`config.mk`:
```
export PLATFORM = sky130hd
export DESIGN_NAME = msg_sink_fifo
export DESIGN_NICKNAME = d
export VERILOG_FILES = /design/src/rtl/msg_pkg.sv /design/src/rtl/msg_fifo_mem.sv /design/src/rtl/msg_sink_fifo.sv
export SDC_FILE = /design/constraint.sdc
export NUM_CORES = 1
export LEC_CHECK = 0
export ABC_AREA = 1
export CELL_PAD_IN_SITES_DETAIL_PLACEMENT = 0
export CELL_PAD_IN_SITES_GLOBAL_PLACEMENT = 1
export CORE_MARGIN = 10
export CORE_UTILIZATION = 40
export DETAILED_ROUTE_END_ITERATION = 16
export PLACE_DENSITY_LB_ADDON = 0.1
export SLEW_MARGIN = 20
export SYNTH_ARGS = -nofsm -noshare
export SYNTH_HDL_FRONTEND = slang
export SYNTH_SLANG_ARGS = --single-unit
```
`constraint.sdc`:
```
create_clock -name clk -period 14.2 [get_ports clk]
set_input_delay 1.42 -clock clk [delete_from_list [all_inputs] [get_ports clk]]
set_output_delay 1.42 -clock clk [all_outputs]
set_load 0.02 [all_outputs]
```
`src/rtl/msg_pkg.sv`:
```
// Shared types and defaults for the parsed-message sink path.
package msg_pkg;

    localparam int MAX_PKT_LENGTH = 256;
    localparam int MIN_PKT_LENGTH = 64;
    localparam int MSG_LEN_W      = 16;

    typedef struct packed {
        logic [MSG_LEN_W-1:0]      length;
        logic [MAX_PKT_LENGTH-1:0] data;
    } msg_t;

    typedef enum logic [1:0] {
        NONE,
        ERR,
        LEN,
        FULL
    } drop_cause_e;

endpackage

```
`src/rtl/msg_fifo_mem.sv`:
```
// Message storage: one synchronous write port, combinational read port so the
// FIFO head is available show-ahead.
module msg_fifo_mem
    import msg_pkg::*;
#(
    parameter int DEPTH = 4,
    parameter int WIDTH = $bits(msg_t)
) (
    input  logic                     clk,
    input  logic                     wr_en,
    input  logic [$clog2(DEPTH)-1:0] wr_addr,
    input  logic [WIDTH-1:0]         wr_data,
    input  logic [$clog2(DEPTH)-1:0] rd_addr,
    output logic [WIDTH-1:0]         rd_data
);

    logic [WIDTH-1:0] mem [DEPTH];

    always_ff @(posedge clk) begin
        if (wr_en) begin
            mem[wr_addr] <= wr_data;
        end
    end

    assign rd_data = mem[rd_addr];

endmodule

```
`src/rtl/msg_sink_fifo.sv`:
```
// Show-ahead message FIFO behind msg_parser; drops errored, illegal-length or
// overflowing messages. Define MSG_SINK_FIFO_STATS_EN for saturating statistics.
module msg_sink_fifo
    import msg_pkg::*;
#(
    parameter int DEPTH          = 4,
    parameter int MAX_PKT_LENGTH = msg_pkg::MAX_PKT_LENGTH,
    parameter int MIN_PKT_LENGTH = msg_pkg::MIN_PKT_LENGTH
) (
    input  logic                       clk,
    input  logic                       rst,
    input  logic                       in_valid,
    input  logic [MSG_LEN_W-1:0]       in_length,
    input  logic [MAX_PKT_LENGTH-1:0]  in_data,
    input  logic                       in_error,
    output logic                       out_valid,
    input  logic                       out_ready,
    output logic [MSG_LEN_W-1:0]       out_length,
    output logic [MAX_PKT_LENGTH-1:0]  out_data,
    output logic [$clog2(DEPTH):0]     level,
    output logic                       full,
    output logic                       drop_pulse,
    output logic                       overflow,
    input  logic                       overflow_clr
`ifdef MSG_SINK_FIFO_STATS_EN
    ,
    output logic [31:0]                stat_accepted,
    output logic [31:0]                stat_dropped_error,
    output logic [31:0]                stat_dropped_full
`endif
);

    localparam int PTR_W  = $clog2(DEPTH);
    localparam int LVL_W  = PTR_W + 1;
    localparam int NBYTES = MAX_PKT_LENGTH / 8;
    localparam int MEM_W  = MSG_LEN_W + MAX_PKT_LENGTH;
    localparam logic [MSG_LEN_W-1:0] LEN_MIN = MSG_LEN_W'(MIN_PKT_LENGTH / 8);
    localparam logic [MSG_LEN_W-1:0] LEN_MAX = MSG_LEN_W'(MAX_PKT_LENGTH / 8);

    logic [PTR_W-1:0]          wr_ptr_reg;
    logic [PTR_W-1:0]          rd_ptr_reg;
    logic [LVL_W-1:0]          level_reg;
    logic                      drop_pulse_reg;
    logic                      overflow_reg;
    logic [MAX_PKT_LENGTH-1:0] masked_data;
    logic [MEM_W-1:0]          rd_word;
    logic                      push;
    logic                      pop;
    logic                      len_ok;
    drop_cause_e               cause;

    assign out_valid = (level_reg != '0);
    assign full      = (level_reg == LVL_W'(DEPTH));
    assign pop       = out_valid && out_ready;
    assign len_ok    = (in_length >= LEN_MIN) && (in_length <= LEN_MAX);

    // First failing check names the cause, so a message is dropped exactly once.
    always_comb begin
        cause = NONE;
        if (in_valid) begin
            if (in_error) begin
                cause = ERR;
            end else if (!len_ok) begin
                cause = LEN;
            end else if (full && !pop) begin
                cause = FULL;
            end
        end
    end

    assign push = in_valid && (cause == NONE);

    generate
        for (genvar gi = 0; gi < NBYTES; gi++) begin : g_mask
            assign masked_data[8*gi +: 8] =
                (MSG_LEN_W'(gi) < in_length) ? in_data[8*gi +: 8] : 8'h00;
        end
    endgenerate

    msg_fifo_mem #(
        .DEPTH (DEPTH),
        .WIDTH (MEM_W)
    ) u_mem (
        .clk     (clk),
        .wr_en   (push),
        .wr_addr (wr_ptr_reg),
        .wr_data ({in_length, masked_data}),
        .rd_addr (rd_ptr_reg),
        .rd_data (rd_word)
    );

    // Storage is not reset, so the head is forced to zero while empty.
    assign out_length = out_valid ? rd_word[MEM_W-1 -: MSG_LEN_W] : '0;
    assign out_data   = out_valid ? rd_word[MAX_PKT_LENGTH-1:0] : '0;
    assign level      = level_reg;
    assign drop_pulse = drop_pulse_reg;
    assign overflow   = overflow_reg;

    always_ff @(posedge clk or posedge rst) begin
        if (rst) begin
            wr_ptr_reg     <= '0;
            rd_ptr_reg     <= '0;
            level_reg      <= '0;
            drop_pulse_reg <= 1'b0;
            overflow_reg   <= 1'b0;
        end else begin
            if (push) begin
                wr_ptr_reg <= wr_ptr_reg + 1'b1;
            end
            if (pop) begin
                rd_ptr_reg <= rd_ptr_reg + 1'b1;
            end
            level_reg      <= level_reg + LVL_W'(push) - LVL_W'(pop);
            drop_pulse_reg <= (cause != NONE);
            if (cause == FULL) begin
                overflow_reg <= 1'b1;
            end else if (overflow_clr) begin
                overflow_reg <= 1'b0;
            end
        end
    end

`ifdef MSG_SINK_FIFO_STATS_EN
    logic [31:0] acc_reg;
    logic [31:0] derr_reg;
    logic [31:0] dfull_reg;

    always_ff @(posedge clk or posedge rst) begin
        if (rst) begin
            acc_reg   <= '0;
            derr_reg  <= '0;
            dfull_reg <= '0;
        end else begin
            if (push && (acc_reg != '1)) begin
                acc_reg <= acc_reg + 32'd1;
            end
            if (((cause == ERR) || (cause == LEN)) && (derr_reg != '1)) begin
                derr_reg <= derr_reg + 32'd1;
            end
            if ((cause == FULL) && (dfull_reg != '1)) begin
                dfull_reg <= dfull_reg + 32'd1;
            end
        end
    end

    assign stat_accepted      = acc_reg;
    assign stat_dropped_error = derr_reg;
    assign stat_dropped_full  = dfull_reg;
`endif

endmodule

```
==> results.txt <==
The run finished with clean final reports. Dividing the final minimum period by the clock period gives 47.4%. The most common cell after layout, fill and taps aside is sky130_fd_sc_hd__nor2_1.

Measured along the x axis, the die boundary spans 354 um. The signal on the critical path passes through inv_8, buf_4, buf_4, o21ai_0, a21oi_1, clkdlybuf4s50_1. The number of maximum-capacitance constraint violations is 0. The routed via count divided by cell count is 4.94. The upper clock frequency limit is 0.149 GHz.

The number of unique standard cell types used by synthesis came out at 32. Of the total power, the clock network draws 25.1%. During placement, the flow inserted port buffers numbering about 560. The number of antenna violations at the first check in global routing came out at 13.

The core occupancy in the finished layout is 49.8%. The number of flip-flops under the largest register name came out at 1088. The placement row count is 122.

The number of global-route vias before repair is 28700. The violation count after the first detailed-route iteration is 1766. The summed negative setup slack over all endpoints came out at 0 ns. The design draws 11.3 mW. The overall overflow remaining after global route came out at 0. The first-pass GRT wire length is roughly 190000 um. The sequential fraction of the synthesis area is between 70% and 80%. In the final routed layout, each cell accounts on average for 21.6 um. TritonCTS built the clock tree. The share of power burned in combinational logic is a little over two fifths. On the final layout, the worst hold slack is 0.509 ns. The net switching share of the total power is 38.0%. The worst-case headroom to the max-slew limit came out at between 20% and 30%.

The CTS H-tree depth is 3. The die is 354 um tall. The post-cts hold buffer count came out at 0. For this design, the slowest cell found on the critical path is sky130_fd_sc_hd__buf_4.

The tree is rooted in a sky130_fd_sc_hd__clkbuf_16. The layout overhead on the synthesized area is 23.3%. The number of inserted filler cells in the final layout is 9917.

Clock-pin slew was measured on the worst setup and hold paths at around 0.060 ns. The Yosys step of the flow raised 0 warnings. The wire length after detailed routing is 128000 um. In this run the power spent charging and discharging nets is 4.28 mW. The worst supply voltage drop on vdd is between 0.00015 and 0.0002 V. Counting every sink on the clock net gives 1097.

STA classifies the critical path endpoint as an output pin. The cell count after synthesis is 3867. After global routing, the most crowded layer is met2. The count of boundary I/O pins came out at 557.

Once the floorplan was initialized, standard cells occupied 40.4% of the core. The sequential share of power came out at 32.4%. The area of the placeable core came out at 111000 sq um.

Summing over every cut layer, the via total after detailed routing is 29400. The worst hold path belongs to the class reg2reg. Setup repair after global routing left no endpoint under its margin.

The slack of the critical path came out at 7.47 ns. The share of the synthesized area in the top cell type is 73.1%. The number of routed nets with antenna violations is 0. The number of buffers inserted to repair setup after CTS came out at 0. The final critical delay including setup and external delays is 6.73 ns. The cell taking the most area after synthesis is sky130_fd_sc_hd__edfxtp_1.

The global-route usage over all layers came out at 19.8%. Global routing consumed, on the met2 layer, 32.8% of the routing resources. The share of final-layout standard cells stronger than drive strength 1 came out at 5.37%. The largest fanout on the critical path is 173.

The static leakage power came out at 19.3 nW. The estimated wirelength of the detail-placed design is 75200 um. The number of cells upsized or downsized after cts is 0. The required time reported for the critical path endpoint came out at 12.78 ns.

For this run, the slowest stage of the critical path takes 0.89 ns. The met3 usage in global routing is 4.51%. In the layout the commonest cells are 1286 x sky130_fd_sc_hd__nor2_1, 1088 x sky130_fd_sc_hd__edfxtp_1, 556 x sky130_fd_sc_hd__clkdlybuf4s50_1, 500 x sky130_fd_sc_hd__o21ai_0, 276 x sky130_fd_sc_hd__a21oi_1. The number of buffers between clock root and the deepest sink is 3. The first-pass iteration count of the detailed router came out at 8. The count of buffer and inverter cells on the critical path is 4. The average instance area after synthesis is ~12 sq um. The number of DRC violations after detailed routing came out at 0.

The clock tree skew after final layout came out at 0.0187 ns. STA classifies the critical path startpoint as a flip-flop. The design internal power is 6.97 mW. By startpoint and endpoint, the worst setup path is classified as reg2out. The pin count of the biggest net entering global routing came out at 174. Counting stages on the worst path, the most repeated cell is sky130_fd_sc_hd__buf_4. The area taken by flip-flops and latches came out at 32900 sq um.

By area the synthesized netlist is led by sky130_fd_sc_hd__edfxtp_1 73%, sky130_fd_sc_hd__nor2_1 11%, sky130_fd_sc_hd__o21ai_0 5.6%, sky130_fd_sc_hd__a21oi_1 3.1%, sky130_fd_sc_hd__inv_1 2.3%. The number of endpoints failing setup at the final stage came out at 0. The cell area power density came out at ~200 nW/um^2. The net total in the final layout is 4644. Data arrives at the worst endpoint at 5.31 ns. The post-synthesis net count is 4152. The congestion estimate from routability-driven global placement came to 0.748. The worst-margin pin slew came out at between 1 and 1.5 ns. The met1 capacity usage during global routing came out at between 20% and 30%. The cell class contributing the biggest share of worst-path delay is buffers and inverters. The clock latency reported for the late side of the worst-skew pair is 0.69 ns.

The count of final hold-check violations came out at 0. The setup slack after placement came out at 7.75 ns. The number of pins with negative max-slew slack in the final report came out at 0. The die covers 126000 sq um.

The number of storage elements in the synthesis netlist is about 1100. The total CTS buffers is roughly 120. The area taken by multi-input logic gates is 9810 sq um. The post-synthesis instance area came out at 44700 sq um.
## final cells by class
| type | instances | share of cell area (%) |
|---|---|---|
| Sequential cell | 1097 | 59.7 |
| Multi-Input combinational cell | 2265 | 17.8 |
| Timing Repair Buffer | 588 | 10.7 |
| Clock buffer | 145 | 5.50 |
| Tap cell | 1488 | 3.38 |
| Inverter | 290 | 2.02 |
| Clock inverter | 68 | 0.928 |
| Antenna cell | 1 | 0.00454 |
## routing by layer
metal,share of wire (%),routed length (um),vias up
met5,0.12,153,-
met4,2.0,2550,24
met3,5.7,7360,154
met2,48,61600,671
met1,44,56600,14300
li1,-,-,14200
## cell families after synthesis
family	count (synthesis)	share of synthesized area, %
adders and majority gates	7	0.213
AOI/OAI and AO/OA	833	9.38
DFF	1097	73.6
buffers and inverters	505	4.59
and+or+nand+nor	1421	12.2
xor gates and xnor gates	4	0.0784
## stage by stage
step	area [sq um]	cells
floorplan	44700	3867
global placement	51600	5728
detailed placement	51600	5728
CTS	55100	5941
global route	55100	5942
finish	55100	5942
## power by group through the flow
stage,sequential [mW],combinational [mW],clock (mW)
after global placement,3.71,4.86,0
after detailed placement,3.72,4.86,0
after CTS,3.65,4.89,2.90
final,3.65,4.78,2.83
after global routing,3.65,5.20,3.04
after floorplan,3.64,2.67,0
## final timing paths
check	from	end	slack (ns)	cells past startpoint
min	overflow$_DFFE_PP0P_	overflow$_DFFE_PP0P_	0.51	2
min in group asynchronous	rst	overflow$_DFFE_PP0P_	1.09	2
max in group asynchronous	rst	rd_ptr_reg[1]$_DFFE_PP0P_	12.68	2
max reg2reg	level[1]$_DFF_PP0_	u_mem.mem[3][21]$_DFFE_PP_	9.60	10
max	rd_ptr_reg[0]$_DFFE_PP0P_	out_length[1]	7.47	6
min reg2reg	overflow$_DFFE_PP0P_	overflow$_DFFE_PP0P_	0.51	2
## worst min-delay path, delay by kind of cell, from the launching register on
family | cells | cell delay [ns]
compound gates | 1 | 0.05
buf+inv | 1 | 0.05
flops | 1 | 0.38
## synth_stat cells (all sizes together)
| master | count |
|---|---|
| nand4 | 5 |
| inv | 290 |
| nor2 | 1298 |
| nand3 | 3 |
| dfrtp | 9 |
| buf | 109 |
| ha | 6 |
| a21oi | 279 |
| edfxtp | 1088 |
| fa | 1 |
| o21ai | 554 |
| nor3 | 2 |
| xor2 | 3 |
| nand2 | 112 |
| or2 | 1 |
| xnor2 | 1 |
| clkbuf | 106 |
No activity file was read; power rests on OpenSTA's default activity.
